<file path="src/rtl/fsb_cycle_mon.sv">
// Front-side-bus cycle monitor: registers CPU_nAS, emits start/end strobes, latches the
// cycle address, flags repeat addresses and times out unacknowledged cycles. Optional stats: FSB_CYCLE_STATS_EN.
module fsb_cycle_mon #(
  parameter int unsigned TO_CYCLES = 200,
  parameter int unsigned ADDR_W    = 32
) (
  input  logic              FSBCLK,
  input  logic              nRES,
  input  logic              CPU_nAS,
  input  logic [ADDR_W-1:0] FSB_A,
  input  logic [1:0]        CPU_nDSACK,
  input  logic              CPU_nBERR,
  output logic              CYC_START,
  output logic              CYC_END,
  output logic              CYC_ACTIVE,
  output logic [ADDR_W-1:0] CYC_A,
  output logic              CYC_REPEAT,
  output logic              CYC_TIMEOUT,
  output logic [1:0]        CYC_STAT,
  output logic [7:0]        CYC_LEN,
  output logic [15:0]       CYC_COUNT,
  output logic [15:0]       REP_COUNT
);

  typedef enum logic [1:0] {S_IDLE, S_ACTIVE, S_DONE} state_t;

  localparam logic [7:0] TO_LAST     = 8'(TO_CYCLES - 1);
  localparam logic [1:0] ST_ACK      = 2'b00;
  localparam logic [1:0] ST_BERR     = 2'b01;
  localparam logic [1:0] ST_TIMEOUT  = 2'b10;
  localparam logic [1:0] ST_ABORT    = 2'b11;

  state_t              state_q, state_d;
  logic                nas_q;
  logic                start_q, start_d;
  logic                end_q, end_d;
  logic                active_q, active_d;
  logic [ADDR_W-1:0]   a_q, a_d;
  logic                repeat_q, repeat_d;
  logic                timeout_q, timeout_d;
  logic [1:0]          stat_q, stat_d;
  logic [7:0]          len_q, len_d;
  logic [7:0]          cnt_q, cnt_d;
  logic [1:0]          pend_q, pend_d;
  logic [ADDR_W-1:0]   last_a_q, last_a_d;
  logic                last_valid_q, last_valid_d;

  logic                ack, berr, fin;
  logic [1:0]          fin_stat;
  logic [7:0]          len_next;

  assign ack      = ~&CPU_nDSACK;
  assign berr     = ~CPU_nBERR;
  assign len_next = (cnt_q == 8'hFF) ? 8'hFF : cnt_q + 8'd1;

  always_comb begin
    state_d      = state_q;
    start_d      = 1'b0;
    end_d        = 1'b0;
    timeout_d    = 1'b0;
    a_d          = a_q;
    repeat_d     = repeat_q;
    stat_d       = stat_q;
    len_d        = len_q;
    cnt_d        = cnt_q;
    pend_d       = pend_q;
    last_a_d     = last_a_q;
    last_valid_d = last_valid_q;
    fin          = 1'b0;
    fin_stat     = ST_ACK;

    case (state_q)
      S_IDLE: begin
        if (!nas_q) begin
          state_d  = S_ACTIVE;
          a_d      = FSB_A;
          repeat_d = last_valid_q && (FSB_A == last_a_q);
          start_d  = 1'b1;
          cnt_d    = 8'd0;
        end
      end
      S_ACTIVE: begin
        if (berr || ack) begin
          // Status comes from the ack even if the strobe is already gone; then DONE is skipped.
          if (nas_q) begin
            fin      = 1'b1;
            fin_stat = berr ? ST_BERR : ST_ACK;
          end else begin
            state_d = S_DONE;
            pend_d  = berr ? ST_BERR : ST_ACK;
          end
        end else if (nas_q) begin
          fin      = 1'b1;
          fin_stat = ST_ABORT;
        end else if (cnt_q == TO_LAST) begin
          state_d   = S_DONE;
          pend_d    = ST_TIMEOUT;
          timeout_d = 1'b1;
        end else begin
          cnt_d = cnt_q + 8'd1;
        end
      end
      S_DONE: begin
        if (nas_q) begin
          fin      = 1'b1;
          fin_stat = pend_q;
        end
      end
      default: state_d = S_IDLE;
    endcase

    if (fin) begin
      state_d = S_IDLE;
      end_d   = 1'b1;
      stat_d  = fin_stat;
      len_d   = len_next;
      // Aborted cycles never become the repeat reference.
      if (fin_stat != ST_ABORT) begin
        last_a_d     = a_q;
        last_valid_d = 1'b1;
      end
    end

    active_d = (state_d != S_IDLE);
  end

  always_ff @(posedge FSBCLK or negedge nRES) begin
    if (!nRES) begin
      state_q      <= S_IDLE;
      nas_q        <= 1'b1;
      start_q      <= 1'b0;
      end_q        <= 1'b0;
      active_q     <= 1'b0;
      a_q          <= '0;
      repeat_q     <= 1'b0;
      timeout_q    <= 1'b0;
      stat_q       <= ST_ACK;
      len_q        <= 8'd0;
      cnt_q        <= 8'd0;
      pend_q       <= ST_ACK;
      last_a_q     <= '0;
      last_valid_q <= 1'b0;
    end else begin
      state_q      <= state_d;
      nas_q        <= CPU_nAS;
      start_q      <= start_d;
      end_q        <= end_d;
      active_q     <= active_d;
      a_q          <= a_d;
      repeat_q     <= repeat_d;
      timeout_q    <= timeout_d;
      stat_q       <= stat_d;
      len_q        <= len_d;
      cnt_q        <= cnt_d;
      pend_q       <= pend_d;
      last_a_q     <= last_a_d;
      last_valid_q <= last_valid_d;
    end
  end

  assign CYC_START   = start_q;
  assign CYC_END     = end_q;
  assign CYC_ACTIVE  = active_q;
  assign CYC_A       = a_q;
  assign CYC_REPEAT  = repeat_q;
  assign CYC_TIMEOUT = timeout_q;
  assign CYC_STAT    = stat_q;
  assign CYC_LEN     = len_q;

`ifdef FSB_CYCLE_STATS_EN
  logic [15:0] cyc_cnt_q, rep_cnt_q;

  // Counters move on the edge that raises CYC_END, so they are current during that clock.
  always_ff @(posedge FSBCLK or negedge nRES) begin
    if (!nRES) begin
      cyc_cnt_q <= 16'd0;
      rep_cnt_q <= 16'd0;
    end else if (fin && (fin_stat != ST_ABORT)) begin
      cyc_cnt_q <= cyc_cnt_q + 16'd1;
      if (repeat_q) rep_cnt_q <= rep_cnt_q + 16'd1;
    end
  end

  assign CYC_COUNT = cyc_cnt_q;
  assign REP_COUNT = rep_cnt_q;
`else
  assign CYC_COUNT = 16'd0;
  assign REP_COUNT = 16'd0;
`endif

endmodule

</file>
<file path="config.mk">
export PLATFORM = sky130hd
export DESIGN_NAME = fsb_cycle_mon
export DESIGN_NICKNAME = d
export VERILOG_FILES = /design/src/rtl/fsb_cycle_mon.sv
export SDC_FILE = /design/constraint.sdc
export NUM_CORES = 1
export LEC_CHECK = 0
export CAP_MARGIN = 20
export CORE_AREA = 2 2 129 106
export CTS_BUF_LIST = sky130_fd_sc_hd__clkbuf_4
export DETAILED_ROUTE_END_ITERATION = 6
export DIE_AREA = 0 0 131 108
export SETUP_SLACK_MARGIN = 0.2
export SYNTH_ARGS = -nofsm -noshare
export SYNTH_HDL_FRONTEND = slang
export SYNTH_SLANG_ARGS = --single-unit
</file>
<file path="constraint.sdc">
create_clock -name FSBCLK -period 2.97 [get_ports FSBCLK]
set_clock_uncertainty 0.1 [all_clocks]
set_input_delay 0.594 -clock FSBCLK [delete_from_list [all_inputs] [get_ports FSBCLK]]
set_output_delay 0.594 -clock FSBCLK [all_outputs]
set_load 0.02 [all_outputs]
</file>
Word-level counts from Yosys, hierarchy flattened
Index checks and enable logic that the tools add are counted.
{"block": "word_totals", "regBits": 93, "inputBits": 38, "output_inout_bits": 79, "word_cells": 72}
{"block": "op_classes", "n_addsub": 1, "n_eq_ne": 10, "n_mux": 32, "bitwise_logic": 2, "n_reduce_logical": 13}
{"operator": "8-bit 2-to-1 mux", "n": 5}
{"operator": "32-bit equality test", "n": 1}
{"operator": "2-bit 2-to-1 mux", "n": 13}
{"operator": "8-bit equality test, second input constant", "n": 2}
{"operator": "8-bit one-hot mux with 2 select lines", "n": 1}
{"operator": "1-bit 2-to-1 mux", "n": 11}
{"operator": "2-bit inequality test, second input constant", "n": 5}
{"operator": "8-bit by 1-bit adder with 8-bit output, second input constant", "n": 1}
{"operator": "2-bit one-hot mux with 3 select lines", "n": 1}
{"operator": "2-bit AND reduction", "n": 3}
{"operator": "2-bit nonzero test", "n": 3}
{"operator": "5-bit AND reduction", "n": 1}
{"operator": "2-bit one-hot mux with 2 select lines", "n": 1}
{"operator": "3-bit AND reduction", "n": 1}
{"operator": "2-bit by 1-bit equality test with 1-bit output, second input constant", "n": 1}
{"operator": "2-bit equality test, second input constant", "n": 1}
{"operator": "2-bit zero test", "n": 1}
{"operator": "1-bit inverter", "n": 2}
{"operator": "2-bit OR reduction", "n": 1}
{"operator": "1-bit logical AND", "n": 1}
{"operator": "1-bit zero test", "n": 1}
{"operator": "1-bit logical OR", "n": 1}

Longest topological paths before layout
{"block": "logic_depth", "ltp_word": 7, "ltp_mapped": 9}

Least setup slack after synthesis
Ideal clock, no wire load.
{"block": "synth_path", "path_kind": "reg2reg", "start": "reg state_q[0]", "end": "reg last_a_q[0]", "setup_time_ps": 125, "arrival_ps": 1698, "required_ps": 2745, "setup_slack_ps": 1048, "path_stages_with_launch": 9, "path_buffers": 2, "path_cell_list": "dfrtp_1 -> inv_1 -> ha_1 -> nand2_1 -> inv_1 -> o21a_1 -> buf_2 -> buf_2 -> mux2_2"}
{"block": "synth_between", "elab_chain_cells": 4, "word_cells_on_any_way": 7, "cone_classes": "eq/ne: 3; mux: 2; reduce/logical: 2"}
{"element": "start: declaration", "line": "33", "rtl": "state_t state_q, state_d;"}
{"element": "start signal: assignment", "line": "144", "rtl": "state_q <= state_d;"}
{"element": "2-bit equality test / 2-bit by 1-bit equality test with 1-bit output (equally long branches)", "line": "72", "rtl": "case (state_q)"}
{"element": "2-bit one-hot mux with 2 select lines / 2-bit OR reduction (equally long branches)"}
{"element": "2-bit inequality test / 1-bit 2-to-1 mux (equally long branches)"}
{"element": "2-bit AND reduction (no source line) (*)"}
{"element": "end signal: assignment", "line": "156", "rtl": "last_a_q <= last_a_d;"}
{"element": "end: declaration", "line": "45", "rtl": "logic [ADDR_W-1:0] last_a_q, last_a_d;"}
Every way passes the cells marked *; elsewhere a longest branch is shown, timed or not.
A chain may end at the register's enable or synchronous reset.

Worst setup path in the final report
{"block": "layout_path", "start": "reg state_q[1]", "end": "reg last_a_q[27]"}
The elaborated chain is that of the path after synthesis.

==> summary.txt <==
Placement
  – RePlAce Congestion: about 0.86
  – Pre-CTS WS: roughly 400 ps
  – Hpwl dp: 6.991 mm
  – Buffers on Ports: 84
  – Placed insts: between 600 and 700

Yosys
  – #FFs+latches synth: 93
  – Sequential area share after synthesis: 52.62%
  – Mapped Cells: 424
  – Main synth FF type: dfrtp_1
  – Ys async rst share: 100.0%
  – Mean post-synth cell area: 10.44 µm²
  – Share of the synthesized area in the top cell type: 52.02%
  – Yosys cell types: 39
  – Post-synth EDFFs: 0
  – Synth area leaders: dfrtp_1, nand2_1, mux2_2
  – Yosys Warn Count: 0
  – Mapped cell area: 4425 µm²
  – Synth area leader: dfrtp_1

STA
  – RSZ-0062 raised after global routing: no
  – Period utilization: 78.64%
  – Hold Violations, Final: 0
  – Slew margin rel.: a little over half
  – Total Neg Setup Slack: 0 ps
  – Final Max Tran Viols: 0
  – Fmax: ~430 MHz
  – Slew @ Worst Pin: 705.2 ps
  – Final setup violation count: 0
  – Crit path time final: 2336 ps
  – Final worst slack: 634.3 ps

Global routing
  – Global Route Usage Sum: 14.52%
  – Congestion Overflow GR: 0
  – Largest net degree at the start of global routing: between 50 and 60
  – Initial antenna violation count: 1
  – First-pass GRT wire length: between 15 and 20 mm
  – Number of global-route vias before repair: 3015

Detailed routing
  – DRC: 0
  – Wire per inst: 14.26 µm
  – DRT Pass-1 Iters: 4
  – Vias per inst: 4.464
  – Via count of the routed design: 3071
  – Initial drt markers: between 100 and 150
  – Routed Antenna Nets: 0
  – Final wirelength: 9.814 mm

Setup path
  – Buffers & Inverters on Critical Path: 3
  – Crit-path leading delay family: buffers and inverters
  – Crit path required time: ~3200 ps
  – Crit path capture type: flip-flop
  – Most common cell on crit path: inv_1
  – Crit-path cells: inv_1 > ha_1 > nand2_1 > inv_1 > o21a_1 > buf_12 > mux2_2
  – CP max-delay cell: dfrtp_1
  – Crit start category: flip-flop
  – Crit-path max FO: 33
  – Kind of critical path: flip-flop to flip-flop
  – Worst Path Arrival: 2550 ps
  – Worst path max stage delay: 390 ps

Run status
  – Status: complete, no violations

CTS
  – PostCTS Resize Cnt: 0
  – TritonCTS Buffers: 9
  – Clock buffer depth: 2
  – CTS root buffer: clkbuf_4
  – Setup bufs post-CTS: 0
  – CTS Hold Bufs: 0
  – Clock-pin slew on the worst setup and hold paths: 140 ps
  – Htree depth: 3
  – Clk Latency, worst-skew pair: between 400 and 500 ps
  – Clock sinks: between 90 and 100
  – CTS tree: built

Finish
  – Fillers: 1211
  – Area used by multi-input combinational logic: ~1800 µm²
  – Area Overhead vs Synth: 22.45%
  – Nets: 550
  – Final non-filler cell total: 688
  – Final core utilization: ~43%
  – Ratio of cells with drive above 1 in the final layout: roughly an eighth
  – Flip-flop and latch area: 2328 µm²

Power and ir drop
  – Power Density: 946.1 nW/µm²
  – VDD IR max: between 0.3 and 0.4 mV
  – Leakage power: 2.444 nW
  – Tot Pwr: a little over 5 mW

Flow run
  – Max Cap Viol: 0

Die
  – Die height: 108 µm
  – Num ports: around 120
  – Rows: 37
  – Die Wd: 131 µm
  – Core ar.: 12730 µm²
  – Initial core utilization: between 30% and 40%
  – Die area: between 10000 and 15000 µm²

Hold path
  – Worst hold path class: input pin to asynchronous set/reset pin
-- worst reg2reg max path, cell delays in order, from the launching register on --
cell and delay [ps]:
dfrtp_1 390, inv_1 80, ha_1 270, nand2_1 160, inv_1 370, o21a_1 240, buf_12 230, mux2_2 360
-- placed cells by master (no fill, tap or decap), drive strengths merged, types with 2 or more instances in the layout --
cell type      instances
xnor2                 12
mux2                  33
nand2                112
nand3                  5
inv                    5
a22o                   7
clkbuf                11
nor4                   6
a21oi                 15
clkinv                 6
nor3                   2
dfrtp                 92
nor2                  15
and3                   4
o31ai                  5
xor2                  25
clkdlybuf4s50         83
o21ai                 14
buf                    6
or2                    2
conb                  32
ha                     5
a211oi                 2
nand4                  5
-- stage by stage --
step,instance area [µm²],hold WS [ps]
5_1_grt,5419,101.0
2_1_floorplan,4542,198.4
4_1_cts,5416,73.51
3_5_place_dp,5306,357.4
3_3_place_gp,5306,353.0
6_report,5419,76.51
-- worst paths after layout --
| check | from | end | slack (ps) | cells after the start |
|---|---|---|---|---|
| setup / recovery | state_q[1] | last_a_q[27] | 630 | 7 |
| hold / removal | nRES | CYC_STAT[0] | 80 | 1 |
| setup reg to reg | state_q[1] | last_a_q[27] | 630 | 7 |
| hold reg to reg | last_valid_q | last_valid_q | 390 | 1 |
| max in group asynchronous | nRES | CYC_A[1] | 1860 | 2 |
| min in group FSBCLK | last_valid_q | last_valid_q | 390 | 1 |
-- cell usage after synthesis (4+ instances only) --
cell type  instances
o21ai_0           13
a22o_1             7
inv_1              5
and3_1             4
buf_4             33
dfrtp_1           92
ha_1               5
nor4_1             6
clkbuf_1           6
mux2_2            33
nand3_1            5
nor2_1            15
nand4_1            5
a21oi_1           15
xnor2_1           12
nand2_1          112
buf_2              5
xor2_1            25
o31ai_1            4
-- cell type report --
cell class,instances,share of cell area [%]
sequential,93,42.97
multi-input combinational,308,34.10
timing repair buffer,89,16.39
tap,175,4.041
clock buffer,11,1.524
clock inverter,5,0.5080
inverter,6,0.4156
antenna,1,0.04618
-- flip-flops by register name, summed over array words and instances, names as in the netlist, 2 cells and up --
name      count
CYC_LEN       8
last_a_q     32
state_q       2
cnt_q         8
pend_q        2
CYC_A        32
CYC_STAT      2
-- metal layers --
metal / up-vias / GRT usage (%) / share of wire (%)
met3: 7 / 3.216 / 4.1
met4: 0 / 4.635 / 0.79
met1: 1493 / 20.77 / 50
li1: 1500 / - / -
met2: 71 / 21.95 / 45
met5: - / 0 / 0
-- where the power goes --
part / switching [mW] / leakage (nW) / internal (mW)
Sequential: 0.365 / 1.15 / 1.80
Clock: 0.416 / 0.0680 / 0.187
Combinational: 1.22 / 1.22 / 1.14
Total: 2.00 / 2.44 / 3.13
-- kinds of logic after synthesis --
family / count (synthesis) / synth area share [%]
XOR/XNOR: 37 / 7.323
adder cells (fa/ha/maj): 5 / 1.414
AND/OR/NAND/NOR: 155 / 15.01
other: 1 / 0.08474
buffers and inverters: 54 / 8.255
flip-flops: 93 / 52.62
AO/OA/AOI/OAI: 46 / 6.898
multiplexers: 33 / 8.397
No activity file was read; power rests on OpenSTA's default activity.
